$ cat src/rtl/ysyx_24080006_pkg.sv
// Shared types for the EXU multiply/divide sequencer and its borrowed ALU adder port.
package ysyx_24080006_pkg;

   localparam int MDU_ITER = 32;

   // Encoding follows RV32M funct3 so the decoder can pass it straight through.
   typedef enum logic [2:0] {
      MDU_MUL    = 3'd0,
      MDU_MULH   = 3'd1,
      MDU_MULHSU = 3'd2,
      MDU_MULHU  = 3'd3,
      MDU_DIV    = 3'd4,
      MDU_DIVU   = 3'd5,
      MDU_REM    = 3'd6,
      MDU_REMU   = 3'd7
   } mdu_op_e;

   typedef enum logic [2:0] {
      S_IDLE   = 3'd0,
      S_NEG_A  = 3'd1,
      S_NEG_B  = 3'd2,
      S_MUL    = 3'd3,
      S_DIV    = 3'd4,
      S_FIX_LO = 3'd5,
      S_FIX_HI = 3'd6,
      S_DONE   = 3'd7
   } mdu_state_e;

   typedef struct packed {
      logic [32:0] a;
      logic [32:0] b;
   } mdu2alu_t;

   typedef struct packed {
      logic [33:0] res_34;
      logic [31:0] res_32;
      logic        not_zero;
   } alu2mdu_t;

endpackage

$ cat src/rtl/ysyx_24080006_mdu_dec.sv
// Combinational op decoder for the multiply/divide sequencer.
module ysyx_24080006_mdu_dec
   import ysyx_24080006_pkg::*;
(
   input  mdu_op_e op,
   output logic    is_div,
   output logic    is_rem,
   output logic    want_hi,
   output logic    a_signed,
   output logic    b_signed
);

   always_comb begin
      is_div   = 1'b0;
      is_rem   = 1'b0;
      want_hi  = 1'b0;
      a_signed = 1'b0;
      b_signed = 1'b0;
      case (op)
         MDU_MUL:    begin a_signed = 1'b1; b_signed = 1'b1; end
         MDU_MULH:   begin want_hi = 1'b1; a_signed = 1'b1; b_signed = 1'b1; end
         MDU_MULHSU: begin want_hi = 1'b1; a_signed = 1'b1; end
         MDU_MULHU:  want_hi = 1'b1;
         MDU_DIV:    begin is_div = 1'b1; a_signed = 1'b1; b_signed = 1'b1; end
         MDU_DIVU:   is_div = 1'b1;
         MDU_REM:    begin is_div = 1'b1; is_rem = 1'b1; a_signed = 1'b1; b_signed = 1'b1; end
         MDU_REMU:   begin is_div = 1'b1; is_rem = 1'b1; end
         default:    is_div = 1'b0;
      endcase
   end

endmodule

$ cat src/rtl/ysyx_24080006_mdu.sv
// Iterative RV32M multiply/divide sequencer that borrows the ALU's 34-bit adder.
// Optional YSYX_24080006_MDU_ZERO_BYPASS_EN: zero-operand requests finish at T+1.
module ysyx_24080006_mdu
   import ysyx_24080006_pkg::*;
#(
   parameter int XLEN = 32
) (
   input  logic            clock,
   input  logic            reset,
   input  logic            flush,
   input  logic            in_valid,
   output logic            in_ready,
   input  mdu_op_e         op,
   input  logic [XLEN-1:0] rs1,
   input  logic [XLEN-1:0] rs2,
   output logic            out_valid,
   input  logic            out_ready,
   output logic [XLEN-1:0] out_result,
   output logic            mdu_enable,
   output mdu2alu_t        mdu2alu,
   input  alu2mdu_t        alu2mdu
);

   // Handshake: a request moves on in_valid && in_ready; a result moves on out_valid && out_ready.
   mdu_state_e state, state_d;
   mdu_op_e    op_q, dec_op;
   logic [31:0] hi, lo, dsr, hi_d, lo_d, dsr_d;
   logic [4:0]  cnt;
   logic        neg_b_q, res_neg, zero_lo;
   logic        is_div, is_rem, want_hi, a_signed, b_signed;
   logic        accept, s1, s2, div_zero, zero_hit, last, carry, qbit;
   logic [31:0] sum, p_lo, neg_src_a, neg_src_b, fix_src;
   mdu_state_e  work_st;
   logic        unused_alu;

   assign dec_op = (state == S_IDLE) ? op : op_q;

   ysyx_24080006_mdu_dec u_dec (
      .op       (dec_op),
      .is_div   (is_div),
      .is_rem   (is_rem),
      .want_hi  (want_hi),
      .a_signed (a_signed),
      .b_signed (b_signed)
   );

   assign accept   = in_valid & in_ready & ~flush;
   assign s1       = a_signed & rs1[31];
   assign s2       = b_signed & rs2[31];
   assign div_zero = is_div & (rs2 == '0);
`ifdef YSYX_24080006_MDU_ZERO_BYPASS_EN
   assign zero_hit = is_div ? ((rs1 == '0) & (rs2 != '0)) : ((rs1 == '0) | (rs2 == '0));
`else
   assign zero_hit = 1'b0;
`endif
   assign work_st  = is_div ? S_DIV : S_MUL;
   assign last     = (cnt == 5'd0);
   assign carry    = alu2mdu.res_34[33];
   assign sum      = alu2mdu.res_32;
   assign unused_alu = ^alu2mdu.res_34[32:0];

   // lo holds the multiplier / dividend, dsr the multiplicand / divisor.
   assign p_lo      = {hi[30:0], lo[31]};
   assign qbit      = hi[31] | carry;
   assign neg_src_a = is_div ? lo : dsr;
   assign neg_src_b = is_div ? dsr : lo;
   assign fix_src   = is_rem ? hi : lo;

   always_ff @(posedge clock) begin
      if (reset) state <= S_IDLE;
      else       state <= state_d;
   end

   always_comb begin
      state_d = state;
      case (state)
         S_IDLE:
            if (accept) begin
               if (div_zero || zero_hit) state_d = S_DONE;
               else if (s1)              state_d = S_NEG_A;
               else if (s2)              state_d = S_NEG_B;
               else                      state_d = work_st;
            end
         S_NEG_A:  state_d = neg_b_q ? S_NEG_B : work_st;
         S_NEG_B:  state_d = work_st;
         S_MUL, S_DIV:
            if (last) state_d = res_neg ? S_FIX_LO : S_DONE;
         S_FIX_LO: state_d = want_hi ? S_FIX_HI : S_DONE;
         S_FIX_HI: state_d = S_DONE;
         S_DONE:   if (out_ready) state_d = S_IDLE;
         default:  state_d = S_IDLE;
      endcase
      if (flush) state_d = S_IDLE;
   end

   // Adder encodings: the LSB pair forms the carry-in (1+1 carries, 1+0 does not).
   always_comb begin
      in_ready   = (state == S_IDLE);
      out_valid  = (state == S_DONE);
      mdu_enable = 1'b0;
      mdu2alu    = '0;
      case (state)
         S_NEG_A:  begin mdu_enable = 1'b1; mdu2alu.a = 33'd1; mdu2alu.b = ~{neg_src_a, 1'b0}; end
         S_NEG_B:  begin mdu_enable = 1'b1; mdu2alu.a = 33'd1; mdu2alu.b = ~{neg_src_b, 1'b0}; end
         S_MUL:    begin mdu_enable = 1'b1; mdu2alu.a = {hi, 1'b1}; mdu2alu.b = {lo[0] ? dsr : 32'd0, 1'b0}; end
         S_DIV:    begin mdu_enable = 1'b1; mdu2alu.a = {p_lo, 1'b1}; mdu2alu.b = ~{dsr, 1'b0}; end
         S_FIX_LO: begin mdu_enable = 1'b1; mdu2alu.a = 33'd1; mdu2alu.b = ~{fix_src, 1'b0}; end
         S_FIX_HI: begin mdu_enable = 1'b1; mdu2alu.a = {~hi, 1'b1}; mdu2alu.b = {32'd0, zero_lo}; end
         default:  mdu_enable = 1'b0;
      endcase
   end

   always_comb begin
      hi_d  = hi;
      lo_d  = lo;
      dsr_d = dsr;
      case (state)
         S_IDLE:
            if (accept) begin
               hi_d  = '0;
               lo_d  = is_div ? rs1 : rs2;
               dsr_d = is_div ? rs2 : rs1;
               if (div_zero) begin
                  hi_d = rs1;
                  lo_d = '1;
               end else if (zero_hit) begin
                  lo_d = '0;
               end
            end
         S_NEG_A:  if (is_div) lo_d = sum; else dsr_d = sum;
         S_NEG_B:  if (is_div) dsr_d = sum; else lo_d = sum;
         S_MUL:    begin hi_d = {carry, sum[31:1]}; lo_d = {sum[0], lo[31:1]}; end
         S_DIV:    begin hi_d = qbit ? sum : p_lo; lo_d = {lo[30:0], qbit}; end
         S_FIX_LO: if (is_rem) hi_d = sum; else lo_d = sum;
         S_FIX_HI: hi_d = sum;
         default:  hi_d = hi;
      endcase
   end

   always_ff @(posedge clock) begin
      if (reset) begin
         hi         <= '0;
         lo         <= '0;
         dsr        <= '0;
         cnt        <= 5'(MDU_ITER - 1);
         op_q       <= MDU_MUL;
         neg_b_q    <= 1'b0;
         res_neg    <= 1'b0;
         zero_lo    <= 1'b0;
         out_result <= '0;
      end else begin
         hi  <= hi_d;
         lo  <= lo_d;
         dsr <= dsr_d;
         if (accept) begin
            op_q    <= op;
            neg_b_q <= s2;
            res_neg <= is_rem ? s1 : (s1 ^ s2);
            cnt     <= 5'(MDU_ITER - 1);
         end
         if (state == S_MUL || state == S_DIV) cnt <= cnt - 5'd1;
         // Negation preserves zero, so the FIX_LO adder result tells us whether lo was zero.
         if (state == S_FIX_LO) zero_lo <= ~alu2mdu.not_zero;
         if (state_d == S_DONE && state != S_DONE)
            out_result <= (want_hi | is_rem) ? hi_d : lo_d;
      end
   end

endmodule
$ cat config.mk
export PLATFORM = sky130hd
export DESIGN_NAME = ysyx_24080006_mdu
export DESIGN_NICKNAME = d
export VERILOG_FILES = /design/src/rtl/ysyx_24080006_pkg.sv /design/src/rtl/ysyx_24080006_mdu_dec.sv /design/src/rtl/ysyx_24080006_mdu.sv
export SDC_FILE = /design/constraint.sdc
export NUM_CORES = 1
export LEC_CHECK = 0
export BUFFER_PORTS_ARGS = -buffer_cell sky130_fd_sc_hd__buf_4
export CAP_MARGIN = 15
export CELL_PAD_IN_SITES_DETAIL_PLACEMENT = 1
export CELL_PAD_IN_SITES_GLOBAL_PLACEMENT = 1
export CORE_AREA = 2 2 176 178
export DETAILED_ROUTE_END_ITERATION = 10
export DIE_AREA = 0 0 178 180
export PLACE_DENSITY_LB_ADDON = 0.1
export SLEW_MARGIN = 20
export SYNTH_ARGS = -nofsm -noshare
export SYNTH_HDL_FRONTEND = slang
export SYNTH_SLANG_ARGS = --single-unit
$ cat constraint.sdc
create_clock -name clock -period 6.5 [get_ports clock]
set_clock_uncertainty 0.2 [all_clocks]
set_input_delay 0.65 -clock clock [delete_from_list [all_inputs] [get_ports clock]]
set_output_delay 0.65 -clock clock [all_outputs]
set_load 0.02 [all_outputs]
==> results.cfg, run 1 <==
[synthesis]
post_synth_main_area_contributors = dfxtp_1 27%, nand2_1 10%, o21ai_0 6.3%
synth-seq-area-share = 0.273
synth_cell_type_count = 62
postSynth.asyncResetShare = 0
synthesis.yosys.warnings = 0
largest_area_contributor_in_the_synthesized_netlist = dfxtp_1
most_used_flip_flop_cell_after_synthesis = dfxtp_1
synth-seq-cells = 142
synth_cells = 1528
synth_enable_flop_cells = 0
mappedNetlistArea_um2 = 10400
share_of_the_synthesized_area_in_the_top_cell_type = 0.273
synthesis.area_per_instance_um2 = 6.81
syn-num-nets = 1669

[cells_and_area]
layout.nets = 1778
insertedDiodeCount = 0
ff_latch_area_um2 = 2850
final_area_um2 = 12800
layout.filler_cells = 3825
syn_to_final_growth_pct = 22.7
multi_input_area_um2 = 6870
final_layout_size_suffix_gt1_frac = 0.184

[run_status]
run_status = completed

[die]
die-width_um = 178
die_h_um = 180
fp.coreArea_um2 = 30200
floorplan.initialDensity = 0.345
top_level_ports = 240
floorplan.die_area_um2 = 32000
rows = 64

[routing]
routed-via-count = 13400
post-route-drc-count = 0
antenna_viol_nets_final = 0
drt-pass1-iter-count = 9
initialDrtViolationCount = 1342
total_wirelength_um = 58800
drt-vias-per-instance = 6.53
routed_wire_length_per_instance_um = 28.7

[placed_design]
pre_cts_ws_ps = 1910
numPortBuffers = 206
place_area_um2 = 12200
place.detailed.hpwl_um = 41700
gp_congestion = 0.980

[sta]
tightest_slew_ps = 1040
final.period_utilization = 0.718
slew_headroom = 0.307
finalHoldViolations = 0
finalWorstPathRequiredPeriod_ps = 4660
total_setup_violations_reported_at_the_end_of_the_flow = 0
timing.hold.ws_ps = 170
final-max-slew-violation-count = 0
rsz0062_at_grt = no
postLayoutSetupSlackWorst_ps = 1840
fin_setup_tns_ps = 0
highest_clock_frequency_the_design_can_meet_mhz = 214

[clock_tree]
cts_max_level = 4
clkLatencyLatePin_ps = 460
ctsLongestPathBuffers = 2
cts-hold-fix-buffers = 0
clock_tree_from_tritoncts = built
cts_repair_resize_count = 0
path_clk_slew_ps = 70
cts_root_buffer = clkbuf_16
post-cts-setup-buffer-count = 0
numCtsBuffers = 17
clock_sinks = 142

[flow_run]
drv_cap = 0

[power_and_ir_drop]
power.ir.vdd_worst_mv = 0.187
comb_power_share = 0.393
power.switching_fraction = 0.426
powerDensity_nw_per_um2 = 269
cellInternalPower_w = 0.00197
total_leakage_power_nw = 4.88
pwr-share-seq = 0.305
power_switching_w = 0.00146
power.clock.fraction = 0.302

[critical_path]
arrival_ps = 3810
worstSetupEndpointType = primary output
critical_path.max_fanout = 55
required_ps = 5650
critical_path.startpoint_type = register
timing.setup.critical_path_class = register to primary output

[worst_hold_path]
holdCritPathClass = input pin to register

[grt]
gr-total-overflow = 0
grt_pass1_wl_um = 86800
antenna_found_initial = 0
vias_in_the_first_global_route = 13300
pin_count_of_the_biggest_net_entering_global_routing = 77
track_usage = 0.363
synthesized netlist by cell type, types with 10 or more instances:
| master | count |
|---|---|
| nor2b_1 | 10 |
| nand3_1 | 61 |
| nor2_1 | 126 |
| a22oi_1 | 16 |
| dfxtp_1 | 142 |
| o221ai_1 | 42 |
| o21ai_0 | 130 |
| clkbuf_1 | 115 |
| mux2i_1 | 30 |
| nor4_1 | 10 |
| nor3_1 | 26 |
| buf_1 | 10 |
| o22ai_1 | 34 |
| a21oi_1 | 128 |
| a221oi_1 | 17 |
| inv_1 | 52 |
| buf_2 | 16 |
| a222oi_1 | 38 |
| mux2_2 | 12 |
| a211oi_1 | 36 |
| o311ai_0 | 11 |
| nand2_1 | 277 |
| o211ai_1 | 44 |
| a31oi_1 | 13 |
| nand2b_1 | 31 |
metal layers:
| metal | vias to the layer above | global-route usage | wire [µm] |
|---|---|---|---|
| met3 | 207 | 0.0635 | 3900 |
| met2 | 688 | 0.587 | 27300 |
| met5 | - | 0 | 0 |
| met4 | 0 | 0.247 | 4720 |
| li1 | 5890 | - | - |
| met1 | 6583 | 0.435 | 22900 |
kinds of logic after synthesis:
logic type,Yosys count,synth area share
XOR/XNOR,2,0.00168
flip-flops,142,0.273
AND/OR/NAND/NOR,580,0.245
AO/OA/AOI/OAI,562,0.360
adder cells (fa/ha/maj),2,0.00240
buffers and inverters,198,0.0750
multiplexers,42,0.0418
path summary, 6_finish.rpt:
kind,startpoint,to,slack (ps),cells past startpoint
worst max-delay path,state[1],mdu2alu[30],1840,8
worst min-delay path,alu2mdu[0],zero_lo,170,2
worst max register to register,state[0],out_result[7],1840,10
worst min register to register,out_result[20],out_result[20],260,2
power by group through the flow:
| stage | clock network [W] | registers (W) | logic (W) |
|---|---|---|---|
| 4_1_cts | 0.00105 | 0.00104 | 0.00133 |
| 3_5_place_dp | 0 | 0.00106 | 0.00132 |
| 3_3_place_gp | 0 | 0.00106 | 0.00131 |
| 6_report | 0.00104 | 0.00105 | 0.00135 |
| 5_1_grt | 0.00109 | 0.00105 | 0.00144 |
| 2_1_floorplan | 0 | 0.00102 | 0.000790 |
registers in the layout, indices dropped and copies added, names as in the netlist:
register	cells
cnt	5
dsr	32
hi	32
lo	32
neg_b_q	1
op_q	3
out_result	32
res_neg	1
state	3
zero_lo	1
layout make-up:
type,count,area share
multi-input cells,1188,0.538
clock buffers,18,0.0344
well taps,396,0.0388
repair buffers,234,0.138
inverters,54,0.0161
clock inverters,14,0.0122
flip-flops and latches,142,0.223
through the flow:
stage	utilization	total power, W	instances
3_3_place_gp	0.403	0.00237	2014
4_1_cts	0.423	0.00342	2046
6_report	0.423	0.00344	2046
3_5_place_dp	0.403	0.00239	2014
2_1_floorplan	-	0.00181	1528
5_1_grt	0.423	0.00358	2046
critical path, stage by stage (launching register included):
cell and delay (ps):
dfxtp_4 590, buf_4 680, and3b_2 910, nand2_1 120
buf_4 300, nand2_1 110, o21ai_0 200, o221ai_1 180
buf_4 200
cells in the final DEF (no fill, tap or decap), drive strengths merged, types with 28 or more instances in the layout:
| master | netlist | routed |
|---|---|---|
| a211oi | 36 | 36 |
| nand2 | 277 | 277 |
| dfxtp | 142 | 142 |
| buf | 29 | 234 |
| nand3 | 61 | 61 |
| o211ai | 44 | 44 |
| nor3 | 28 | 28 |
| nand2b | 31 | 31 |
| o22ai | 34 | 34 |
| nor2 | 126 | 126 |
| a222oi | 38 | 38 |
| o221ai | 42 | 42 |
| a21oi | 128 | 128 |
| o21ai | 135 | 135 |
| mux2i | 30 | 30 |
| inv | 53 | 58 |
Power figures use the tool's default switching activity.
==> inputs of run 2 (changes only) <==
--- a/config.mk
+++ b/config.mk
@@ -5,13 +5,14 @@
 export SDC_FILE = /design/constraint.sdc
 export NUM_CORES = 1
 export LEC_CHECK = 0
+export ABC_AREA = 1
 export BUFFER_PORTS_ARGS = -buffer_cell sky130_fd_sc_hd__buf_4
 export CAP_MARGIN = 15
 export CELL_PAD_IN_SITES_DETAIL_PLACEMENT = 1
 export CELL_PAD_IN_SITES_GLOBAL_PLACEMENT = 1
-export CORE_AREA = 2 2 176 178
+export CORE_AREA = 2 2 199 201
 export DETAILED_ROUTE_END_ITERATION = 10
-export DIE_AREA = 0 0 178 180
+export DIE_AREA = 0 0 201 203
 export PLACE_DENSITY_LB_ADDON = 0.1
 export SLEW_MARGIN = 20
 export SYNTH_ARGS = -nofsm -noshare
==> constraint.sdc (replaced) <==
create_clock -name clock -period 4.2 [get_ports clock]
set_clock_uncertainty 0.2 [all_clocks]
set_input_delay 0.42 -clock clock [delete_from_list [all_inputs] [get_ports clock]]
set_output_delay 0.42 -clock clock [all_outputs]
set_load 0.02 [all_outputs]
==> results.cfg, run 2 <==
[run_status]
run_status = completed

[die]
die_h_um = 203
top_level_ports = 240
rows = 72
fp.coreArea_um2 = 38500
die-width_um = 201
floorplan.initialDensity = 0.346
floorplan.die_area_um2 = 40800

[critical_path]
worst_stage_delay_on_the_critical_path_ps = 650
timing.setup.critical_path_class = register to primary output
worst_path_dominant_cell_family = buffers and inverters
worstSetupEndpointType = primary output
cp_cell_sequence = inv_6 > nand3_1 > inv_2 > buf_4 > nand2_2 > inv_1 > nor3_1 > o221ai_1 > buf_4
ff2ff_setup_slack_ps = 510
critical_path_slowest_stage_cell = dfxtp_1
critical_path.startpoint_type = register
cp.buffers_inverters = 5
cp_common_cell = buf_4
required_ps = 3580
critical_path.max_fanout = 21
arrival_ps = 3540

[cells_and_area]
layout.filler_cells = 5346
final_layout_size_suffix_gt1_frac = 0.134
most_frequent_cells_in_the_layout = 732 x nand2_1, 324 x nor2_1, 311 x inv_1
multi_input_area_um2 = 8540
layout.nets = 2672
insertedDiodeCount = 0
syn_to_final_growth_pct = 19.8
layout_commonest_cell = nand2_1
ff_latch_area_um2 = 2840
final_util = 0.415

[routing]
antenna_viol_nets_final = 0
routed_wire_length_per_instance_um = 25.3
initialDrtViolationCount = 1770
total_wirelength_um = 77600
routed-via-count = 18100
drt-pass1-iter-count = 5
drt-vias-per-instance = 5.90
post-route-drc-count = 0

[sta]
tightest_slew_ps = 981
finalHoldViolations = 0
total_setup_violations_reported_at_the_end_of_the_flow = 0
fin_setup_tns_ps = 0
rsz0062_at_grt = no
final.period_utilization = 0.990
slew_headroom = 0.346
finalWorstPathRequiredPeriod_ps = 4160
final-max-slew-violation-count = 0
highest_clock_frequency_the_design_can_meet_mhz = 241

[synthesis]
most_used_flip_flop_cell_after_synthesis = dfxtp_1
post-synth-top-count-cell = nand2_1
syn-num-nets = 2545
synthesis.area_per_instance_um2 = 5.54
synth_cell_type_count = 42
post_synth_main_area_contributors = dfxtp_1 21%, nand2_1 21%, nor2_1 9.2%
synth-seq-cells = 142
synthesis.yosys.warnings = 0
commonest_cells_in_the_synthesized_netlist = 735 x nand2_1, 328 x nor2_1, 311 x inv_1
synth_enable_flop_cells = 0
synth-seq-area-share = 0.213
largest_area_contributor_in_the_synthesized_netlist = dfxtp_1
postSynth.asyncResetShare = 0
share_of_the_synthesized_area_in_the_top_cell_type = 0.213
synth_cells = 2404
mappedNetlistArea_um2 = 13300

[clock_tree]
clock_tree_from_tritoncts = built
cts_max_level = 4
clkLatencyLatePin_ps = 460
cts_root_buffer = clkbuf_16
path_clk_slew_ps = 70
ctsLongestPathBuffers = 2
clock_sinks = 142
numCtsBuffers = 17
post-cts-setup-buffer-count = 0

[worst_hold_path]
holdCritPathClass = input pin to register

[grt]
pin_count_of_the_biggest_net_entering_global_routing = 87
grt_pass1_wl_um = 114000
antenna_found_initial = 0
track_usage = 0.373
gr-total-overflow = 0
vias_in_the_first_global_route = 17900

[flow_run]
drv_cap = 0

[placed_design]
place.detailed.hpwl_um = 53400
numPortBuffers = 206
gp_congestion = 0.927

[power_and_ir_drop]
powerDensity_nw_per_um2 = 353
power.ir.vdd_worst_mv = 0.305
total_leakage_power_nw = 8.00
==> run 2: changes by cell type after synthesis, moves of 23 or more <==
cell	delta
a21oi_1	-79
inv_1	+259
mux2i_1	-29
nor2_1	+202
nand4_1	+37
nor3_1	-23
nand2b_1	-31
o22ai_1	+98
nand3_1	+53
a211oi_1	+24
a222oi_1	-38
clkbuf_1	-47
nand2_1	+458
buf_2	+34
==> run 2: path summary, 6_finish.rpt <==
| check | from | to | cells after the start |
|---|---|---|---|
| max | state[2] | mdu2alu[31] | 9 |
| min | op[2] | op_q[2] | 3 |
| min reg2reg | op_q[0] | op_q[0] | 2 |
| max reg2reg | state[2] | out_result[13] | 14 |
==> run 2: layout make-up <==
type / instances / area share
clock buffers: 19 / 0.0278
clock inverters: 12 / 0.0106
inverters: 323 / 0.0763
multi-input cells: 1781 / 0.535
flip-flops and latches: 142 / 0.178
well taps: 518 / 0.0406
repair buffers: 266 / 0.132
==> run 2: metrics by stage <==
step | hold slack [ps] | total power [W] | setup slack, ps | cells | cell area (µm²)
6_report | 48.4 | 0.00564 | 42.4 | 3061 | 16000
5_1_grt | 54.1 | 0.00587 | 11.5 | 3061 | 16000
4_1_cts | 35.7 | 0.00558 | 73.8 | 3061 | 16000
3_5_place_dp | 249 | 0.00387 | 561 | 3029 | 15300
3_3_place_gp | 246 | 0.00382 | 704 | 3029 | 15300
2_1_floorplan | 230 | 0.00297 | 1600 | 2404 | 13300
==> run 2: worst register-to-register path: stages, from the launching register on <==
cell,delay [ps]
dfxtp_1,470
inv_6,170
nand3_1,140
inv_2,400
buf_4,460
nand2_2,260
nand3_1,150
nor2_1,60
nor2_1,140
nand3_2,130
nor2_4,150
buf_12,250
nand2_1,100
nor2_1,420
nor2_1,80
==> run 2: routing by layer <==
layer  GRT usage  share of wire  vias up
met5           0              0        -
met4       0.244          0.072        0
met3      0.0640          0.089      234
met2       0.610           0.45      985
met1       0.452           0.39     8717
li1            -              -     8134
==> run 2: logic make-up after synthesis <==
group,Yosys count,synth area share
AO/OA/AOI/OAI,515,0.248
flip-flops,142,0.213
AND/OR/NAND/NOR,1262,0.387
buffers and inverters,481,0.148
XOR/XNOR,1,0.000658
multiplexers,1,0.000751
adder cells (fa/ha/maj),2,0.00188
==> run 2: power by group <==
group	switching, W	leakage, nW	internal (W)
logic	0.00164	6.54	0.000678
clock network	0.000715	0.298	0.00100
registers	0.000130	1.16	0.00148
==> run 2: timing repair <==
item,in CTS,in global routing
resized for setup,0,0
hold buffers,1,0
hold endpoints to repair,1,0
==> inputs of run 3 (changes only) <==
==> constraint.sdc (replaced) <==
create_clock -name clock -period 4.2 [get_ports clock]
set_clock_uncertainty 0.2 [all_clocks]
set_input_delay 0.42 -clock clock [delete_from_list [all_inputs] [get_ports clock]]
set_output_delay 0.42 -clock clock [all_outputs]
set_load 0.01 [all_outputs]
==> results.cfg, run 3 (same netlist as run 2, synthesis figures left out) <==
[power_and_ir_drop]
total_leakage_power_nw = 8.00
power.ir.vdd_worst_mv = 0.339
powerDensity_nw_per_um2 = 352

[die]
die-width_um = 201
fp.coreArea_um2 = 38500
rows = 72
top_level_ports = 240
die_h_um = 203
floorplan.die_area_um2 = 40800
floorplan.initialDensity = 0.346

[clock_tree]
clkLatencyLatePin_ps = 460
cts_root_buffer = clkbuf_16
numCtsBuffers = 17
clock_tree_from_tritoncts = built
path_clk_slew_ps = 70
cts_max_level = 4
clock_sinks = 142
post-cts-setup-buffer-count = 0
ctsLongestPathBuffers = 2

[critical_path]
required_ps = 3580
arrival_ps = 3440
critical_path.startpoint_type = register
timing.setup.critical_path_class = register to primary output
worstSetupEndpointType = primary output
critical_path.max_fanout = 24

[sta]
finalWorstPathRequiredPeriod_ps = 4060
final-max-slew-violation-count = 0
tightest_slew_ps = 967
total_setup_violations_reported_at_the_end_of_the_flow = 0
final.period_utilization = 0.966
rsz0062_at_grt = no
slew_headroom = 0.354
highest_clock_frequency_the_design_can_meet_mhz = 247
finalHoldViolations = 0
fin_setup_tns_ps = 0

[routing]
total_wirelength_um = 76600
routed_wire_length_per_instance_um = 25.0
routed-via-count = 18100
initialDrtViolationCount = 1549
drt-pass1-iter-count = 5
antenna_viol_nets_final = 0
drt-vias-per-instance = 5.91
post-route-drc-count = 0

[cells_and_area]
layout.filler_cells = 5392
final_util = 0.416
insertedDiodeCount = 0
ff_latch_area_um2 = 2840
syn_to_final_growth_pct = 20.0
final_area_um2 = 16000
layout.nets = 2672
layout_commonest_cell = nand2_1
most_frequent_cells_in_the_layout = 732 x nand2_1, 324 x nor2_1, 311 x inv_1
multi_input_area_um2 = 8540
final_layout_size_suffix_gt1_frac = 0.134

[grt]
gr-total-overflow = 0
antenna_found_initial = 0
grt_pass1_wl_um = 113000
vias_in_the_first_global_route = 18000
pin_count_of_the_biggest_net_entering_global_routing = 87
track_usage = 0.369

[placed_design]
numPortBuffers = 206
place_area_um2 = 15300
place.detailed.hpwl_um = 53500
gp_congestion = 0.926

[flow_run]
drv_cap = 0

[worst_hold_path]
holdCritPathClass = input pin to register

[run_status]
run_status = completed
-- run 3: cell type report --
type	count	share of cell area
clock inverter	13	0.0134
inverter	323	0.0762
tap	518	0.0405
sequential	142	0.178
clock buffer	19	0.0271
multi-input combinational	1781	0.534
timing repair buffer	266	0.131
-- run 3: what timing repair did --
action,in CTS,in global routing
resized for setup,0,2
endpoints found under the hold margin,1,0
endpoints found under the setup margin,0,5
hold buffers,1,0
-- run 3: path summary, 6_finish.rpt --
path | from | to | slack [ps] | depth (start not counted)
worst max-delay path | state[1] | mdu2alu[31] | 140 | 10
worst min-delay path | op[2] | op_q[2] | 60 | 3
worst max register to register | state[1] | out_result[9] | 630 | 13
worst min register to register | op_q[0] | op_q[0] | 280 | 2
-- run 3: worst max-delay path, cell delays in order, from the launching register on --
cell and delay [ps]:
dfxtp_1 560, nor2_4 110, nand2_2 280, nand2_4 100
nand2_4 260, nand2_2 140, nand2_2 380, inv_1 400
nor3_2 320, o221ai_1 220, buf_4 200
-- run 3: power by group --
group          leakage [nW]  total [W]  internal [W]  switching (W)
clock network         0.308    0.00179       0.00106       0.000732
logic                  6.53    0.00223      0.000668        0.00156
registers              1.16    0.00161       0.00148       0.000132
-- run 3: metrics by stage --
| step | hold slack, ps | std cells | worst slack [ps] | total power, W |
|---|---|---|---|---|
| final | 59.6 | 3062 | 144 | 0.00563 |
| after global routing | 68.9 | 3062 | 68.6 | 0.00588 |
| after CTS | 45.1 | 3062 | 52.0 | 0.00559 |
| after detailed placement | 270 | 3029 | 558 | 0.00379 |
| after global placement | 252 | 3029 | 641 | 0.00374 |
| after floorplan | 230 | 2404 | 1660 | 0.00291 |
-- run 3: per-layer routing --
metal / track usage / vias to the layer above / part of all wire / wire [µm]
li1: - / 8141 / - / -
met1: 0.437 / 8756 / 0.39 / 29600
met2: 0.607 / 934 / 0.46 / 34900
met3: 0.0509 / 261 / 0.075 / 5780
met4: 0.285 / 0 / 0.083 / 6350
met5: 0 / - / 0 / 0
